===== config.mk =====
export PLATFORM = sky130hd
export DESIGN_NAME = vga_axil_native_ctrl
export DESIGN_NICKNAME = d
export VERILOG_FILES = /design/src/rtl/vga_axil_pkg.sv /design/src/rtl/vga_rr_arb2.sv /design/src/rtl/vga_axil_native_ctrl.sv
export SDC_FILE = /design/constraint.sdc
export NUM_CORES = 1
export LEC_CHECK = 0
export CELL_PAD_IN_SITES_DETAIL_PLACEMENT = 0
export CELL_PAD_IN_SITES_GLOBAL_PLACEMENT = 1
export CORE_MARGIN = 10
export CORE_UTILIZATION = 26
export CTS_BUF_LIST = sky130_fd_sc_hd__clkbuf_8 sky130_fd_sc_hd__clkbuf_16
export DETAILED_ROUTE_END_ITERATION = 8
export PLACE_DENSITY = 0.75
export RECOVER_POWER = 50
export SLEW_MARGIN = 40
export SYNTH_ARGS = -nofsm -noshare
export SYNTH_HDL_FRONTEND = slang
export SYNTH_SLANG_ARGS = --single-unit

===== constraint.sdc =====
create_clock -name clk -period 2.88 [get_ports clk]
set_clock_uncertainty 0.15 [all_clocks]
set_input_delay 0.288 -clock clk [delete_from_list [all_inputs] [get_ports clk]]
set_output_delay 0.288 -clock clk [all_outputs]
set_load 0.02 [all_outputs]

===== src/rtl/vga_axil_pkg.sv =====
// ============================================================================
// Module  : vga_axil_pkg
// Brief   : Shared types for the AXI-Lite to VGA native port controller.
// Revision: 1.0 - initial release
// ============================================================================
`default_nettype none

package vga_axil_pkg;

    localparam int c_native_addr_w = 10;
    localparam int c_axil_data_w   = 32;

    typedef logic [c_native_addr_w-1:0] native_addr_t;
    typedef logic [c_axil_data_w-1:0]   axil_data_t;

    typedef enum logic [1:0] {
        OKAY   = 2'b00,
        SLVERR = 2'b10
    } axil_resp_t;

    typedef enum logic [2:0] {
        IDLE    = 3'd0,
        WR_EXEC = 3'd1,
        WR_RESP = 3'd2,
        RD_EXEC = 3'd3,
        RD_CAPT = 3'd4,
        RD_RESP = 3'd5
    } ctrl_state_t;

    typedef enum logic {
        READ  = 1'b0,
        WRITE = 1'b1
    } grant_t;

endpackage

`default_nettype wire


===== src/rtl/vga_rr_arb2.sv =====
// ============================================================================
// Module  : vga_rr_arb2
// Brief   : Two-requester round-robin arbiter (read vs write), one-hot grant.
// Revision: 1.0 - initial release
// ============================================================================
`default_nettype none

module vga_rr_arb2
    import vga_axil_pkg::*;
(
    input  logic clk,
    input  logic rst,
    input  logic i_req_read,
    input  logic i_req_write,
    input  logic i_grant_en,
    output logic o_grant_read,
    output logic o_grant_write
);

    grant_t r_last_grant;

    // On contention the requester that did not win last time is served.
    always_comb begin
        o_grant_read  = 1'b0;
        o_grant_write = 1'b0;
        if (i_grant_en) begin
            if (i_req_read && i_req_write) begin
                if (r_last_grant == WRITE) begin
                    o_grant_read = 1'b1;
                end else begin
                    o_grant_write = 1'b1;
                end
            end else begin
                o_grant_read  = i_req_read;
                o_grant_write = i_req_write;
            end
        end
    end

    always_ff @(posedge clk) begin
        if (rst) begin
            r_last_grant <= WRITE;
        end else if (o_grant_read) begin
            r_last_grant <= READ;
        end else if (o_grant_write) begin
            r_last_grant <= WRITE;
        end
    end

endmodule

`default_nettype wire


===== src/rtl/vga_axil_native_ctrl.sv =====
// ============================================================================
// Module  : vga_axil_native_ctrl
// Brief   : AXI-Lite slave sequencing single-beat accesses onto the VGA
//           native register/memory port, one transaction at a time.
// Revision: 1.0 - initial release
// ============================================================================
`default_nettype none

module vga_axil_native_ctrl
    import vga_axil_pkg::*;
#(
    parameter int AXIL_ADDR_W   = 32,
    parameter int AXIL_DATA_W   = 32,
    parameter int NATIVE_ADDR_W = 10,
    parameter int NATIVE_DEPTH  = 1024,
    parameter int ADDR_LSB      = 2
) (
    input  logic                     clk,
    input  logic                     rst,
    input  logic [AXIL_ADDR_W-1:0]   awaddr,
    input  logic                     awvalid,
    output logic                     awready,
    input  logic [AXIL_DATA_W-1:0]   wdata,
    input  logic [AXIL_DATA_W/8-1:0] wstrb,
    input  logic                     wvalid,
    output logic                     wready,
    output logic [1:0]               bresp,
    output logic                     bvalid,
    input  logic                     bready,
    input  logic [AXIL_ADDR_W-1:0]   araddr,
    input  logic                     arvalid,
    output logic                     arready,
    output logic [AXIL_DATA_W-1:0]   rdata,
    output logic [1:0]               rresp,
    output logic                     rvalid,
    input  logic                     rready,
    output logic [NATIVE_ADDR_W-1:0] addr_write,
    output logic [AXIL_DATA_W-1:0]   data2native,
    output logic                     write_en,
    output logic [NATIVE_ADDR_W-1:0] addr_read,
    output logic                     read_en_sync,
    input  logic [AXIL_DATA_W-1:0]   data2axil
);

    localparam logic [AXIL_ADDR_W-1:0] c_depth = AXIL_ADDR_W'(NATIVE_DEPTH);

    ctrl_state_t r_state;
    ctrl_state_t w_state_nxt;

    logic                     w_idle;
    logic                     w_gnt_rd;
    logic                     w_gnt_wr;
    logic                     w_wr_err;
    logic                     w_rd_err;
    logic [AXIL_ADDR_W-1:0]   w_aw_word;
    logic [AXIL_ADDR_W-1:0]   w_ar_word;

    logic                     r_err;
    logic                     r_write_en;
    logic                     r_read_en;
    logic [NATIVE_ADDR_W-1:0] r_addr_write;
    logic [NATIVE_ADDR_W-1:0] r_addr_read;
    logic [AXIL_DATA_W-1:0]   r_data2native;
    logic                     r_bvalid;
    axil_resp_t               r_bresp;
    logic                     r_rvalid;
    axil_resp_t               r_rresp;
    logic [AXIL_DATA_W-1:0]   r_rdata;

    assign w_idle = (r_state == IDLE) && !rst;

    vga_rr_arb2 u_arb (
        .clk           (clk),
        .rst           (rst),
        .i_req_read    (arvalid),
        .i_req_write   (awvalid && wvalid),
        .i_grant_en    (w_idle),
        .o_grant_read  (w_gnt_rd),
        .o_grant_write (w_gnt_wr)
    );

    // The native port has no byte enables, so partial strobes are rejected.
    assign w_aw_word = awaddr >> ADDR_LSB;
    assign w_ar_word = araddr >> ADDR_LSB;
    assign w_wr_err  = (w_aw_word >= c_depth) || (wstrb != '1);
    assign w_rd_err  = (w_ar_word >= c_depth);

    assign awready      = w_gnt_wr;
    assign wready       = w_gnt_wr;
    assign arready      = w_gnt_rd;
    assign bvalid       = r_bvalid;
    assign bresp        = r_bresp;
    assign rvalid       = r_rvalid;
    assign rresp        = r_rresp;
    assign rdata        = r_rdata;
    assign write_en     = r_write_en;
    assign read_en_sync = r_read_en;
    assign addr_write   = r_addr_write;
    assign addr_read    = r_addr_read;
    assign data2native  = r_data2native;

    always_ff @(posedge clk) begin
        if (rst) begin
            r_state <= IDLE;
        end else begin
            r_state <= w_state_nxt;
        end
    end

    always_comb begin
        w_state_nxt = r_state;
        case (r_state)
            IDLE: begin
                if (w_gnt_wr) begin
                    w_state_nxt = WR_EXEC;
                end else if (w_gnt_rd) begin
                    w_state_nxt = RD_EXEC;
                end
            end
            WR_EXEC: w_state_nxt = WR_RESP;
            WR_RESP: if (bready) w_state_nxt = IDLE;
            RD_EXEC: w_state_nxt = RD_CAPT;
            RD_CAPT: w_state_nxt = RD_RESP;
            RD_RESP: if (rready) w_state_nxt = IDLE;
            default: w_state_nxt = IDLE;
        endcase
    end

    always_ff @(posedge clk) begin
        if (rst) begin
            r_err         <= 1'b0;
            r_write_en    <= 1'b0;
            r_read_en     <= 1'b0;
            r_addr_write  <= '0;
            r_addr_read   <= '0;
            r_data2native <= '0;
            r_bvalid      <= 1'b0;
            r_bresp       <= OKAY;
            r_rvalid      <= 1'b0;
            r_rresp       <= OKAY;
            r_rdata       <= '0;
        end else begin
            r_write_en <= 1'b0;
            r_read_en  <= 1'b0;
            case (r_state)
                IDLE: begin
                    // Native address/data only move on a real strobe.
                    if (w_gnt_wr) begin
                        r_err <= w_wr_err;
                        if (!w_wr_err) begin
                            r_write_en    <= 1'b1;
                            r_addr_write  <= awaddr[ADDR_LSB +: NATIVE_ADDR_W];
                            r_data2native <= wdata;
                        end
                    end else if (w_gnt_rd) begin
                        r_err <= w_rd_err;
                        if (!w_rd_err) begin
                            r_read_en   <= 1'b1;
                            r_addr_read <= araddr[ADDR_LSB +: NATIVE_ADDR_W];
                        end
                    end
                end
                WR_EXEC: begin
                    r_bvalid <= 1'b1;
                    r_bresp  <= r_err ? SLVERR : OKAY;
                end
                WR_RESP: begin
                    if (bready) r_bvalid <= 1'b0;
                end
                RD_CAPT: begin
                    r_rvalid <= 1'b1;
                    r_rresp  <= r_err ? SLVERR : OKAY;
                    r_rdata  <= r_err ? '0 : data2axil;
                end
                RD_RESP: begin
                    if (rready) r_rvalid <= 1'b0;
                end
                default: ;
            endcase
        end
    end

endmodule

`default_nettype wire


==> Word level (Yosys, flattened, before mapping) <==
Index checks and enable logic that the tools add are counted.
{ "word_totals": {"n_memories": 0, "latchBits": 0, "word_cells": 69, "romBits": 0, "ram_bits": 0, "regBits": 97, "input_bits": 139} }
{ "classes": {"n_bitwise": 5, "n_lt_le_gt_ge": 2, "multipliers": 0, "reduce_logical": 17, "div_mod_pow": 0, "shift": 0, "n_eq_ne": 9, "n_addsub": 0, "n_mux": 23} }
{ "op_table": {"columns": ["cell", "n"], "rows": [
  [">= comparator 30 x 11 -> 1 bit, second input constant", 2],
  ["2-to-1 mux 32 bit", 1],
  ["one-hot mux 3 bit (6 select lines)", 1],
  ["2-to-1 mux 1 bit", 14],
  ["2-to-1 mux 3 bit", 4],
  ["== test 3 x 2 -> 1 bit, second input constant", 2],
  ["== test 3 bit, second input constant", 2],
  ["AND reduction 2 bit", 3],
  ["AND reduction 3 bit", 2],
  ["nonzero test 2 bit", 3],
  ["NOT 1 bit", 5],
  ["!= test 2 bit, second input constant", 2],
  ["!= test 4 bit, second input constant", 1],
  ["one-hot mux 1 bit (2 select lines)", 2],
  ["AND reduction 4 bit", 1],
  ["OR reduction 4 bit", 1],
  ["== test 3 x 1 -> 1 bit, second input constant", 1],
  ["logical AND 1 bit", 3],
  ["zero test 3 bit", 1],
  ["!= test 3 bit, second input constant", 1],
  ["OR reduction 3 bit", 1],
  ["2-to-1 mux 2 bit", 1],
  ["zero test 1 bit", 1],
  ["logical OR 1 bit", 1]
]} }

==> Longest topological paths before layout <==
Gate-level depths: netlist of the first run.
{ "depth": {"ltp_word": 7, "depth_mapped": 6} }

==> Hierarchy <==
Synthesis of the first run repeated with hierarchy kept, for this count alone.
{ "hier_totals": {"cells_unflattened": 453, "area_unflattened_um2": 4206.5} }
{ "by_module_without_submodules": {"columns": ["module", "seq_area_each_um2", "n_inst", "cells_each", "area_per_inst_um2"], "rows": [
  ["vga_axil_native_ctrl", 1881.8, 1, 445, 4147.7],
  ["vga_rr_arb2", 20.0, 1, 8, 58.8]
]} }

==> Worst setup path after synthesis of the first run <==
OpenSTA, ideal clock, no wires.
{ "synth_path": {"path_kind": "input to register", "startpoint": "input port awaddr[19]", "endpoint": "register r_data2native[10], in the netlist data2native[10]", "stages": 5, "setup_time_ps": 121, "n_path_buf": 1, "setup_slack_ps": 733, "arrival_time_ps": 1876, "path_cell_list": "nor4b_1 > nand4_2 > nor3_4 > buf_6 > mux2_2"} }
{ "synth_via": {"elab_chain_len": 4} }
{ "synth_lines": {"columns": ["element", "line", "source"], "rows": [
  ["start: declaration", "vga_axil_native_ctrl.sv:20", "input logic [AXIL_ADDR_W-1:0] awaddr,"],
  [">= comparator 30 x 11 -> 1 bit", "vga_axil_native_ctrl.sv:85", "assign w_wr_err = (w_aw_word >= c_depth) || (wstrb != '1);"],
  ["logical OR 1 bit", "vga_axil_native_ctrl.sv:85", null],
  ["NOT 1 bit (no source line)", null, null],
  ["AND reduction 3 bit (no source line)", null, null],
  ["end signal: assignment", "vga_axil_native_ctrl.sv:153", "r_data2native <= wdata;"],
  ["end: declaration", "vga_axil_native_ctrl.sv:63", "logic [AXIL_DATA_W-1:0] r_data2native;"]
]} }
No other way between the ends.
A chain may end at the register's enable or synchronous reset.

==> Worst setup path after layout of the first run <==
{ "layout_path": {"startpoint": "register r_state[2]", "endpoint": "output port awready"} }
{ "layout_via": {"elab_chain_len": 3} }
{ "layout_lines": {"columns": ["element", "line", "source"], "rows": [
  ["start: declaration", "vga_axil_native_ctrl.sv:47", "ctrl_state_t r_state;"],
  ["start signal: assignment", "vga_axil_native_ctrl.sv:106", "r_state <= w_state_nxt;"],
  ["zero test 3 bit", "vga_axil_native_ctrl.sv:70", "assign w_idle = (r_state == IDLE) && !rst;"],
  ["logical AND 1 bit", "vga_axil_native_ctrl.sv:70", null],
  ["2-to-1 mux 1 bit", "vga_rr_arb2.sv:26", "if (i_grant_en) begin"],
  ["end: declaration", "vga_axil_native_ctrl.sv:22", "output logic awready,"]
]} }
No other way between the ends.

==> results by group, run 1 <==
Worst setup path
  – Critical Path End Type: primary output
  – Critical Path, Cell by Cell: nor4_2 > nand4_1 > clkinv_1 > clkdlybuf4s50_1
  – CP Max Fanout: 7
  – Max incr delay on CP: 0.63 ns
  – CP max-delay cell: clkdlybuf4s50_1
  – Critical Path AT: 2.07 ns
  – Critical path class: flop to primary output
  – Startpoint Class: flop
  – Critical path buffers and inverters: 2
  – Worst endpoint required time: 2.44 ns
  – Crit path max-delay family: buffers and inverters

Die
  – Die Ht: 142 µm
  – Top Ports: 234
  – DIE WIDTH: 142 µm
  – FP Rows: 44
  – Initial Utilization: 0.266
  – Total die area: 0.0202 mm²
  – Core ar.: 0.0145 mm²

Pwr
  – Switching Fraction: 0.227
  – Static Leak: 2.64 nW
  – PnR Total Power: 0.00287 W
  – Peak supply drop: 0.000360 V
  – Cell Int Power: 0.00222 W
  – Seq pwr share: 0.474
  – Pwr Density: 437 mW/mm²
  – Clock share of power: 0.408
  – Share of power burned in combinational logic: 0.119
  – Sw Pwr: 0.000652 W

Yosys
  – Syn_area_per_cell: 9.75 µm²
  – Mapped Area: 0.00387 mm²
  – Synth area leader: dfxtp_1
  – Mux contribution to synthesized area: 0.130
  – Ys async rst share: 0
  – Compound-Gate Fraction of Synth Area: 0.0905
  – Post-synth top area share: 0.491
  – #FFs+latches synth: 95
  – Ranking of synthesized cells by area: dfxtp_1, mux2_2, nor2b_1
  – Simple-gate portion of the synthesized area: 0.245
  – Synth Area in XOR/XNOR: 0
  – Syn Inst Count: 397
  – Main combinational cell family by area after synthesis: simple AND/OR/NAND/NOR gates
  – EDFF count, synth: 0
  – Netlist cell types: 36
  – Syn. warnings: 0
  – Adder-cell share of the synthesized area: 0
  – Main synth FF type: dfxtp_1
  – Seq/Total Area, Yosys: 0.491

STA
  – Rel. slew slack: 0.164
  – Worst Tran Pin Value: 1.25 ns
  – WHS: 0.208 ns
  – Post-layout minimum cycle time: 2.51 ns
  – Final Hold Fails: 0
  – RSZ-0062 raised after global routing: no
  – Slew Limit Fails: 0
  – Final setup TNS: 0 ns
  – Fmax: 399 MHz
  – Setup violators final: 0
  – Fin crit share: 0.871

Clocking
  – CTS tree: done
  – Clock-pin slew on the worst setup and hold paths: 0.06 ns
  – Num CTS Buffers: 9
  – Clock Tree Buf Depth: 2
  – Post-CTS Hold Fix Bufs: 0
  – Clock sink total: 95
  – Worst-Skew Late Latency: 0.34 ns
  – CTS H-tree lvls: 3
  – Postcts setup bufs: 0
  – Cts repair resizes: 0
  – Clk root buf: clkbuf_16

Placed design
  – Gp weighted congestion: 0.776
  – PortBufs: 227
  – Post-DP HPWL: 10.3 mm
  – Placed Area: 0.00630 mm²
  – Dpl cells: 786

Layout
  – Most common cell after layout, fill and taps aside: clkdlybuf4s50_1
  – Final #Nets: 752
  – Most frequent cells in the layout: clkdlybuf4s50_1, dfxtp_1, dlygate4sd3_1
  – Area growth, synth to finish: 70.0%
  – Fill cell count: 1387
  – Non-filler cells, final: 802
  – Ratio of cells with drive above 1 in the final layout: 0.110
  – Final Cell Area: 0.00658 mm²

Drt
  – # DRC: 0
  – Avg WL per Cell: 16.9 µm
  – Drt total wl: 13.5 mm
  – Via count: 3642
  – DRT Pass-1 Iters: 4
  – Vias per std cell: 4.54
  – Iter 0 DRT Violations: 103
  – ANT nets after route: 0

Global route
  – Largest net degree at the start of global routing: 97
  – Vias in the first global route: 3680
  – First-pass GRT wire length: 20.5 mm
  – GR Overflow Total: 0
  – GRT Total Usage: 0.127
  – Initial antenna violation count: 1

Status
  – Status: completed

Min path
  – Hold crit path type: input pin to flop

Run
  – Max cap viols: 0
[synthesized netlist by cell type, types with 2 or more instances]
cell / count
nand4_1: 9
buf_1: 2
nor2_1: 9
nor3_1: 2
mux2_2: 43
o21ai_0: 3
nor4_1: 9
clkbuf_1: 21
nand2b_1: 5
o31ai_1: 7
nand3b_1: 32
dfxtp_1: 95
buf_4: 3
mux2i_1: 2
nor2b_1: 44
nor4b_1: 2
a21oi_1: 48
buf_6: 3
buf_2: 2
nand2_1: 40
[metrics by stage]
step / util / setup WS [ns]
final: 0.453 / 0.371
after global routing: 0.452 / 0.232
after CTS: 0.453 / 0.304
after detailed placement: 0.433 / 0.369
after global placement: 0.433 / 0.364
after floorplan: - / 0.733
[power groups by stage]
stage | clock network, W | logic (W) | registers [W]
2_1_floorplan | 0 | 0.000113 | 0.00139
3_3_place_gp | 0 | 0.000342 | 0.00139
3_5_place_dp | 0 | 0.000345 | 0.00139
4_1_cts | 0.00123 | 0.000347 | 0.00136
5_1_grt | 0.00128 | 0.000365 | 0.00137
6_report | 0.00117 | 0.000341 | 0.00136
[flip-flops by register name, summed over array words and instances, names as in the netlist]
register and cells:
r_err 1, rresp 1, addr_write 10, rdata 32
rvalid 1, bvalid 1, addr_read 10, read_en_sync 1
u_arb.r_last_grant 1, bresp 1, r_state 3, data2native 32
write_en 1
[routing by layer]
metal	part of all wire	wire length (µm)	vias up	track usage
met1	0.40	5450	1674	0.141
li1	-	-	1809	-
met3	0.11	1480	12	0.0721
met4	0.0094	127	0	0.0264
met2	0.48	6490	147	0.208
met5	0	0	-	0
[layout make-up]
type,instances,area [µm²],area share
timing repair buffer,235,2330,0.355
sequential,95,1900,0.289
multi-input combinational,270,1810,0.276
tap,184,230,0.0350
clock buffer,9,225,0.0342
clock inverter,6,63.8,0.00970
inverter,2,7.51,0.00114
antenna,1,2.50,0.000380
[cell families after synthesis]
logic type / count (synthesis)
mux: 45
simple gates: 160
flops: 95
compound gates: 63
buf+inv: 33
other cells: 1
[path summary, 6_finish.rpt]
kind / start / endpoint / slack, ns / cells after the start
setup / recovery: r_state[2] / awready / 0.37 / 4
hold / removal: rst / r_err / 0.21 / 4
setup reg to reg: r_state[2] / data2native[20] / 0.38 / 6
hold reg to reg: rdata[22] / rdata[22] / 0.30 / 2
[tightest hold or removal path: stages]
cell and delay [ns]:
buf_2 0.10, nor4_2 0.06, a21oi_1 0.14, o41ai_1 0.07
Note: power is estimated with default switching activity, not from simulation.
==> inputs of run 2 (changes only) <==
--- a/config.mk
+++ b/config.mk
@@ -5,6 +5,7 @@
 export SDC_FILE = /design/constraint.sdc
 export NUM_CORES = 1
 export LEC_CHECK = 0
+export ABC_AREA = 0
 export CELL_PAD_IN_SITES_DETAIL_PLACEMENT = 0
 export CELL_PAD_IN_SITES_GLOBAL_PLACEMENT = 1
 export CORE_MARGIN = 10
@@ -17,3 +18,4 @@
 export SYNTH_ARGS = -nofsm -noshare
 export SYNTH_HDL_FRONTEND = slang
 export SYNTH_SLANG_ARGS = --single-unit
+export TNS_END_PERCENT = 100
==> results of run 2 <==
Final layout, timing and power as in run 1 (identical DEF).
